$ cat src/rtl/pattern_state_tracker.sv
// pattern_state_tracker: registers the pattern-recognition next state, detects
// completed "00"/"11" pairs, counts them and queues pair events for logging.
//
// Event port handshake: an entry transfers on a rising edge where ev_valid and
// ev_ready are both high. ev_valid depends only on registered occupancy, never
// on ev_ready, and ev_idx/ev_kind hold the head entry stable until it transfers.
module pattern_state_tracker #(
  parameter int CNT_W      = 8,
  parameter int IDX_W      = 16,
  parameter int FIFO_DEPTH = 4
) (
  input  logic                          clk,
  input  logic                          rst_n,
  input  logic                          clr,
  input  logic                          in_valid,
  input  logic [1:0]                    ns,
  output logic [1:0]                    st,
  output logic                          det,
  output logic                          det_kind,
  output logic [CNT_W-1:0]              zero_cnt,
  output logic [CNT_W-1:0]              one_cnt,
  output logic                          ev_valid,
  input  logic                          ev_ready,
  output logic [IDX_W-1:0]              ev_idx,
  output logic                          ev_kind,
  output logic [$clog2(FIFO_DEPTH):0]   ev_level,
  output logic                          ev_ovf
);

  localparam int AW = $clog2(FIFO_DEPTH);
  localparam int LW = AW + 1;

  logic [IDX_W-1:0] idx;
  logic [IDX_W:0]   mem [FIFO_DEPTH];
  logic [AW-1:0]    wr_ptr;
  logic [AW-1:0]    rd_ptr;
  logic [LW-1:0]    level;

  logic hit;
  logic pop;
  logic full;
  logic push_ok;
  logic drop;

  // Detection and FIFO control decisions for this edge.
  always_comb begin
    hit     = 1'b0;
    pop     = 1'b0;
    full    = 1'b0;
    push_ok = 1'b0;
    drop    = 1'b0;
    hit     = in_valid && ((ns == 2'b00) || (ns == 2'b11));
    pop     = (level != '0) && ev_ready;
    full    = (level == LW'(FIFO_DEPTH));
    push_ok = hit && (!full || pop);
    drop    = hit && full && !pop;
  end

  // State register, bit index, detection pulse and saturating pair counters.
  always_ff @(posedge clk or negedge rst_n) begin
    if (!rst_n) begin
      st       <= 2'b00;
      idx      <= '0;
      det      <= 1'b0;
      det_kind <= 1'b0;
      zero_cnt <= '0;
      one_cnt  <= '0;
    end else if (clr) begin
      st       <= 2'b00;
      idx      <= '0;
      det      <= 1'b0;
      det_kind <= 1'b0;
      zero_cnt <= '0;
      one_cnt  <= '0;
    end else begin
      det <= hit;
      if (in_valid) begin
        st       <= ns;
        idx      <= idx + IDX_W'(1);
        det_kind <= ns[1];
        if (hit && !ns[1] && (zero_cnt != '1)) zero_cnt <= zero_cnt + CNT_W'(1);
        if (hit &&  ns[1] && (one_cnt  != '1)) one_cnt  <= one_cnt + CNT_W'(1);
      end
    end
  end

  // FIFO pointers, occupancy and sticky overflow flag.
  always_ff @(posedge clk or negedge rst_n) begin
    if (!rst_n) begin
      wr_ptr <= '0;
      rd_ptr <= '0;
      level  <= '0;
      ev_ovf <= 1'b0;
    end else if (clr) begin
      wr_ptr <= '0;
      rd_ptr <= '0;
      level  <= '0;
      ev_ovf <= 1'b0;
    end else begin
      if (push_ok) wr_ptr <= wr_ptr + AW'(1);
      if (pop)     rd_ptr <= rd_ptr + AW'(1);
      case ({push_ok, pop})
        2'b10:   level <= level + LW'(1);
        2'b01:   level <= level - LW'(1);
        default: level <= level;
      endcase
      if (drop) ev_ovf <= 1'b1;
    end
  end

  // Event storage; stale contents are never visible because reads are gated by occupancy.
  always_ff @(posedge clk) begin
    if (push_ok && !clr) mem[wr_ptr] <= {idx, ns[1]};
  end

  // Head-of-queue view, forced to zero while empty.
  always_comb begin
    ev_valid = (level != '0);
    ev_level = level;
    ev_idx   = '0;
    ev_kind  = 1'b0;
    if (level != '0) begin
      ev_idx  = mem[rd_ptr][IDX_W:1];
      ev_kind = mem[rd_ptr][0];
    end
  end

endmodule

$ cat config.mk
export PLATFORM = sky130hd
export DESIGN_NAME = pattern_state_tracker
export DESIGN_NICKNAME = d
export VERILOG_FILES = /design/src/rtl/pattern_state_tracker.sv
export SDC_FILE = /design/constraint.sdc
export NUM_CORES = 1
export LEC_CHECK = 0
export CELL_PAD_IN_SITES_DETAIL_PLACEMENT = 1
export CELL_PAD_IN_SITES_GLOBAL_PLACEMENT = 1
export CORE_AREA = 5 5 111 113
export CTS_CLUSTER_DIAMETER = 200
export DETAILED_ROUTE_END_ITERATION = 10
export DIE_AREA = 0 0 116 118
export GPL_TIMING_DRIVEN = 1
export PLACE_DENSITY = 0.84
export SETUP_SLACK_MARGIN = 0.2
export SLEW_MARGIN = 20
export SYNTH_ARGS = -nofsm -noshare
export SYNTH_HDL_FRONTEND = slang
export SYNTH_SLANG_ARGS = --single-unit
$ cat constraint.sdc
create_clock -name clk -period 4.14 [get_ports clk]
set_input_delay 0.621 -clock clk [delete_from_list [all_inputs] [get_ports clk]]
set_output_delay 0.621 -clock clk [all_outputs]
set_load 0.05 [all_outputs]
Word-level counts from Yosys, hierarchy flattened:

Memories as Yosys holds them, arrays and structs flattened.
Index checks and enable logic that the tools add are counted.

* memory bits (read-only): 0
* word-level logic and storage cells: 76
* register bits: 44
* input bits: 7
* bits in latches: 0
* memory bits (writable): 68
* memories kept: 1

* bitwise logic cells: 0
* eq/ne operators: 6
* divide/modulo/power cells: 0
* add/sub/neg operators: 7
* multiply operators: 0
* order comparisons: 0
* mux-type cells: 25
* shift-type cells: 0
* reduce and logical (&&, ||, !) cells: 27

Memory list
* mem: words 4, bits a word 17, read ports 1, clocked after memory_dff 0, write ports 1, RTL line 34 `logic [IDX_W:0] mem [FIFO_DEPTH];`

Operator list (number)
* 16-bit 2-to-1 mux: 3
* 8-bit 2-to-1 mux: 6
* 16-bit by 1-bit adder with 16-bit output (second input constant): 1
* 8-bit by 1-bit adder with 8-bit output (second input constant): 2
* 8-bit inequality test (second input constant): 2
* 2-bit 2-to-1 mux: 6
* 2-bit nonzero test: 6
* 1-bit logical AND: 10
* 1-bit 2-to-1 mux: 8
* 3-bit one-hot mux with 2 select lines: 1
* 3-bit nonzero test: 2
* 2-bit by 1-bit adder with 2-bit output (second input constant): 2
* 2-bit equality test (second input constant): 2
* 1-bit zero test: 4
* 2-bit AND reduction: 2
* 3-bit by 1-bit adder with 3-bit output (second input constant): 1
* 3-bit equality test (second input constant): 1
* 3-bit 2-to-1 mux: 1
* 3-bit by 1-bit subtractor with 3-bit output (second input constant): 1
* 2-bit by 1-bit equality test with 1-bit output (second input constant): 1
* 2-bit zero test: 1
* 1-bit logical OR: 2

Logic depth before layout (Yosys ltp):

Gate-level depths: netlist of the first run.

* word-level depth: 8
* depth in mapped cells: 10
* gate-level depth less buffers: 8

Least setup slack after synthesis of the first run:

No wires, ideal clock.

* path kind: flip-flop to output port
* start: register level[0], in the netlist ev_level[0]
* end: output ev_idx[10]
* buffers on the path: 2
* cell stages (with the launch flop): 5
* path slack: 1.356 ns
* arrival: 2.163 ns
* path through: dfrtp_1 clkbuf_1 or3_1 clkbuf_1 and2_1

* longest elaborated chain between the ends: 2

RTL lines
* from (decl): RTL line 37 `logic [LW-1:0] level;`
* from (signal assigned): RTL line 103 `2'b10: level <= level + LW'(1);`
* from (signal assigned): RTL line 104 `2'b01: level <= level - LW'(1);`
* from (signal assigned): RTL line 105 `default: level <= level;`
* 3-bit nonzero test
* named net ev_valid: RTL line 22 `output logic ev_valid,`
* 16-bit 2-to-1 mux: RTL line 122 `if (level != '0) begin`
* to (decl): RTL line 24 `output logic [IDX_W-1:0] ev_idx,`

The timed path passes the listed nets, and every way through them passes these cells.

Worst setup path in the final report of the first run:

* start: register rd_ptr[1]
* end: output ev_idx[0]

* longest elaborated chain between the ends: 2

RTL lines
* from (decl): RTL line 36 `logic [AW-1:0] rd_ptr;`
* from (signal assigned): RTL line 101 `if (pop) rd_ptr <= rd_ptr + AW'(1);`
* memory read 4 x 17 bit
* 16-bit 2-to-1 mux: RTL line 122

Every way passes these cells.

==> impl_metrics.yaml, run 1 <==
worst_setup_path:
  end_kind: "output pin"
  critPathKind: "flip-flop to output pin"
  worstPathArrival_ps: 2580
  crit_chain: "mux4_2 > and2_1 > clkdlybuf4s50_1"
  cp_slowest_cell: "dfrtp_1"
  worst-path-max-fanout: 18
  crit_family: "flip-flops"
  critical_path_required_ps: 3520
  cp-start-kind: "flip-flop"
  crit_buf_inv: 1
  slowest_delay_ps: 930
die:
  start_util: 0.434
  core_area_sq_mm: 0.0112
  rows: 39
  ioPinCount: 49
  die_area_sq_mm: 0.0137
  die_y_microns: 118
  die_width_microns: 116
route:
  ant_nets: 0
  vias: 3007
  via_per_inst: 5.49
  drc_errors: 0
  drt-initial-drc-count: 119
  first_pass_iters: 4
  wl_per_cell_microns: 19.0
  drt-total-wl_microns: 10400
clocking:
  clock_latency_ps: 340
  post_cts_resized: 0
  numCtsBuffers: 9
  clk_pin_slew_worst_paths_ps: 70
  cts_setup_buffers: 0
  cts_root_buf: "clkbuf_16"
  ctsHoldBuffers: 0
  tritoncts: "yes"
  numClockSinks: 111
  clockBufferDepth: 2
  htree_levels: 3
logic_synthesis:
  synth_area_leaders: "edfxtp_1 42%, dfrtp_1 22%, mux4_2 7.9%, and2_1 3.0%, nor2_1 2.4%"
  synth_ff_type: "edfxtp_1"
  yosys.area.top_type: "edfxtp_1"
  synthesis.area_sq_mm: 0.00487
  yosysUniqueCellTypes: 40
  postSynthAreaPerCell_sq_um: 13.9
  synthCells: 351
  async_reset_ff_frac: 0.387
  syn_nets: 366
  synth-seq-cells: 111
  synth_top_area_share: 0.419
  yosysSeqAreaShare: 0.640
  yosys_warnings: 0
  synth_edf_count: 68
finish:
  drive_gt1_frac: 0.104
  layout_common_cells: "68 x edfxtp_1, 47 x clkdlybuf4s50_1, 43 x dfrtp_1"
  fillCellCount: 1136
  layout_commonest_cell: "edfxtp_1"
  nNetsFinal: 415
  syn_to_final_growth_pct: 18.7
  antenna_cells: 0
  finish.instance_area_sq_mm: 0.00578
  fin_cells: 548
  fin_util: 0.515
global_route:
  grt-ovfl-total: 0
  grt_pass1_wl_microns: 17200
  grt_pass1_vias: 3232
  grt_max_degree: 44
  antenna_found_initial: 0
  grt_usage: 0.161
timing:
  setup_slack_ps: 938
  setup_viol: 0
  skew_ps: 6.69
  drv_slew: 0
  fin_crit_sh: 0.773
  setup_tns_ps: 0
  rsz0062_at_grt: "false"
  slew_headroom: 0.399
  hold_violations: 0
  tightest_slew_ps: 901
  fmax_mhz: 312
  period_minus_slack_ps: 3200
  timing.hold.ws_ps: 275
placed_design:
  place_area_sq_mm: 0.00550
  dp_hpwl_microns: 6650
  dp_cells: 532
  portBuffers: 48
  gp_congestion: 0.763
  post-place-ws_ps: 1020
flow_run:
  max-cap-violations: 0
min_path:
  hold_class: "input pin to async pin"
power:
  leakagePower_nw: 2.16
  p_total_mw: 2.31
  powerDensity_mw_per_mm2: 400
  irDropWorstVdd_v: 0.000264
run_status:
  status: "complete, no violations"
[state kept, by name, summed over array words and instances (netlist names)]
name and flops:
det 1, ev_level 3, ev_ovf 1, idx 16
mem 68, one_cnt 8, rd_ptr 2, st 2
wr_ptr 2, zero_cnt 8
[final cells by class]
cell class,count,area [sq um],area share
tap,143,179,0.0310
sequential,111,3120,0.540
clock buffer,9,225,0.0390
multi-input combinational,215,1650,0.285
clock inverter,7,45.0,0.00780
inverter,8,30.0,0.00520
timing repair buffer,55,531,0.0918
[cell families after synthesis]
logic type | share of synthesized area
compound gates | 0.0560
xor+xnor | 0.0360
fa+ha+maj | 0.0221
buf+inv | 0.0208
flops | 0.640
mux | 0.0951
simple gates | 0.130
[path summary, 6_finish.rpt]
check | startpoint | cells past startpoint | end | slack, ps
setup reg to reg | ev_level[2]$_DFFE_PN0P_ | 6 | ev_level[2]$_DFFE_PN0P_ | 1440
min in group clk | ev_ovf$_DFFE_PN0P_ | 2 | ev_ovf$_DFFE_PN0P_ | 510
setup / recovery | rd_ptr[1]$_DFFE_PN0P_ | 3 | ev_idx[0] | 940
max in group asynchronous | rst_n | 1 | idx[14]$_DFFE_PN0P_ | 3470
hold / removal | rst_n | 1 | one_cnt[5]$_DFFE_PN0P_ | 270
hold reg to reg | ev_ovf$_DFFE_PN0P_ | 2 | ev_ovf$_DFFE_PN0P_ | 510
[synth_stat cells, types with 2 or more instances]
cell type	count
xor2_1	11
nor2_1	31
xnor2_1	9
nor3_1	2
edfxtp_1	68
and4_1	2
a21oi_1	18
nand4_1	6
inv_1	8
o31ai_1	5
or4_1	5
nand2_1	13
clkbuf_1	12
ha_1	7
o211ai_1	3
and2_1	23
mux2i_1	8
dfrtp_1	43
nor4_1	3
nand3_1	13
a211oi_1	3
buf_2	3
mux4_2	17
or3_1	11
o21ai_0	12
[routing by layer]
layer  global-route usage  vias up  share of wire
met3               0.0303       17          0.044
met5                    0        -              0
li1                     -     1403              -
met4               0.0587        0          0.023
met2                0.264       63           0.49
met1                0.213     1524           0.44
[power breakdown]
| group | internal, mW | switching (mW) | total, mW |
|---|---|---|---|
| clock network | 0.408 | 0.394 | 0.802 |
| registers | 1.19 | 0.0223 | 1.21 |
| logic | 0.109 | 0.192 | 0.301 |
(Power assumes the default switching activity.)
==> run 2: changes to the inputs <==
--- a/config.mk
+++ b/config.mk
@@ -7,12 +7,12 @@
 export LEC_CHECK = 0
 export CELL_PAD_IN_SITES_DETAIL_PLACEMENT = 1
 export CELL_PAD_IN_SITES_GLOBAL_PLACEMENT = 1
-export CORE_AREA = 5 5 111 113
+export CORE_AREA = 5 5 114 116
 export CTS_CLUSTER_DIAMETER = 200
 export DETAILED_ROUTE_END_ITERATION = 10
-export DIE_AREA = 0 0 116 118
+export DIE_AREA = 0 0 119 121
 export GPL_TIMING_DRIVEN = 1
-export PLACE_DENSITY = 0.84
+export PLACE_DENSITY = 0.83
 export SETUP_SLACK_MARGIN = 0.2
 export SLEW_MARGIN = 20
 export SYNTH_ARGS = -nofsm -noshare
==> constraint.sdc (replaced) <==
create_clock -name clk -period 2.88 [get_ports clk]
set_input_delay 0.432 -clock clk [delete_from_list [all_inputs] [get_ports clk]]
set_output_delay 0.432 -clock clk [all_outputs]
set_load 0.05 [all_outputs]
==> run 2 against run 1 <==
Clock skew grew 5.8 ps. Combinational power grew 52%. Count of clock-buffer cells in the layout grew 3. Largest cell class unchanged. Highest routed layer unchanged.
==> impl_metrics.yaml, run 2 (same netlist as run 1, synthesis figures left out) <==
timing:
  drv_slew: 0
  hold_violations: 0
  rsz0062_at_grt: "false"
  fmax_mhz: 392
  tightest_slew_ps: 830
  setup_tns_ps: 0
  fin_crit_sh: 0.886
  slew_headroom: 0.445
  period_minus_slack_ps: 2550
  skew_ps: 12.4
  setup_viol: 0
finish:
  fillCellCount: 1198
  layout_commonest_cell: "edfxtp_1"
  finish.instance_area_sq_mm: 0.00586
  nNetsFinal: 423
  largest_reg_flops: 68
  fin_cells: 560
  top_regs: "mem x68, idx x16"
  layout_common_cells: "68 x edfxtp_1, 43 x dfrtp_1, 31 x nor2_1"
  top_register: "mem"
  antenna_cells: 0
  syn_to_final_growth_pct: 20.3
  drive_gt1_frac: 0.162
placed_design:
  dp_hpwl_microns: 7600
  place_area_sq_mm: 0.00558
  portBuffers: 48
  dp_cells: 544
  gp_congestion: 0.732
clocking:
  numClockSinks: 111
  clk_pin_slew_worst_paths_ps: 80
  clockBufferDepth: 2
  numCtsBuffers: 9
  ctsHoldBuffers: 0
  tritoncts: "yes"
  clock_latency_ps: 340
  cts_root_buf: "clkbuf_16"
  cts_setup_buffers: 0
  htree_levels: 3
  post_cts_resized: 0
global_route:
  grt_max_degree: 44
  grt-ovfl-total: 0
  grt_pass1_wl_microns: 18700
  antenna_found_initial: 0
  grt_pass1_vias: 3517
  grt_usage: 0.165
die:
  die_width_microns: 119
  die_area_sq_mm: 0.0144
  rows: 40
  core_area_sq_mm: 0.0118
  die_y_microns: 121
  start_util: 0.412
  ioPinCount: 49
flow_run:
  max-cap-violations: 0
route:
  drc_errors: 0
  ant_nets: 0
  vias: 3109
  wl_per_cell_microns: 19.8
  via_per_inst: 5.55
  drt-initial-drc-count: 142
  first_pass_iters: 4
  drt-total-wl_microns: 11100
worst_setup_path:
  cp-start-kind: "flip-flop"
  end_kind: "output pin"
  critPathKind: "flip-flop to output pin"
  slowest_delay_ps: 830
  crit_chain: "or3_1 > clkdlybuf4s50_1"
  worstPathArrival_ps: 2120
  cp_slowest_cell: "clkdlybuf4s50_1"
  critical_path_required_ps: 2450
  worst-path-max-fanout: 10
power:
  leakagePower_nw: 2.26
  irDropWorstVdd_v: 0.000273
  p_total_mw: 3.35
  powerDensity_mw_per_mm2: 573
run_status:
  status: "complete, no violations"
min_path:
  hold_class: "input pin to async pin"
## run 2: power by group
group | leakage, nW | internal (mW) | switching [mW]
Combinational | 0.785 | 0.165 | 0.293
Clock | 0.137 | 0.617 | 0.549
Sequential | 1.33 | 1.71 | 0.0238
Total | 2.26 | 2.49 | 0.866
## run 2: worst paths after layout
kind / slack (ps) / start / end / cells past startpoint
setup / recovery: 330 / ev_level[2]$_DFFE_PN0P_ / ev_valid / 2
hold / removal: 80 / rst_n / one_cnt[3]$_DFFE_PN0P_ / 1
min in group clk: 520 / ev_ovf$_DFFE_PN0P_ / ev_ovf$_DFFE_PN0P_ / 2
max in group asynchronous: 2390 / rst_n / idx[14]$_DFFE_PN0P_ / 1
hold reg to reg: 520 / ev_ovf$_DFFE_PN0P_ / ev_ovf$_DFFE_PN0P_ / 2
setup reg to reg: 520 / ev_level[2]$_DFFE_PN0P_ / ev_level[2]$_DFFE_PN0P_ / 6
## run 2: through the flow
stage / setup WS [ps] / hold WS (ps) / utilization
final: 330 / 81.0 / 0.496
after global routing: 244 / 123 / 0.496
after CTS: 298 / 286 / 0.496
after detailed placement: 219 / 499 / 0.472
after global placement: 307 / 490 / 0.472
after floorplan: 239 / 136 / -
## run 2: cell type report
class | count | area (sq um) | area share
multi-input cells | 215 | 1650 | 0.282
clock buffers | 12 | 246 | 0.0421
flip-flops and latches | 111 | 3120 | 0.532
inverters | 8 | 30.0 | 0.00513
clock inverters | 4 | 31.3 | 0.00534
well taps | 147 | 184 | 0.0314
repair buffers | 63 | 598 | 0.102
## run 2: per-layer routing
metal  up-vias  GRT usage  part of all wire  routed length [microns]
met3        14     0.0354             0.041                      450
li1       1435          -                 -                        -
met1      1606      0.204              0.43                     4720
met4         0     0.0637             0.019                      209
met5         -          0                 0                        0
met2        54      0.285              0.51                     5700
## run 2: critical path, delay by kind of cell, from the launching register on
| kind | cells | cell delay (ps) |
|---|---|---|
| simple gates | 1 | 460 |
| flops | 1 | 490 |
| buf+inv | 1 | 830 |
==> run 3: changes to the inputs <==
--- a/config.mk
+++ b/config.mk
@@ -18,3 +18,4 @@
 export SYNTH_ARGS = -nofsm -noshare
 export SYNTH_HDL_FRONTEND = slang
 export SYNTH_SLANG_ARGS = --single-unit
+export TNS_END_PERCENT = 1
==> results of run 3 <==
No change in the layout: final DEF, timing and power equal those of run 2.
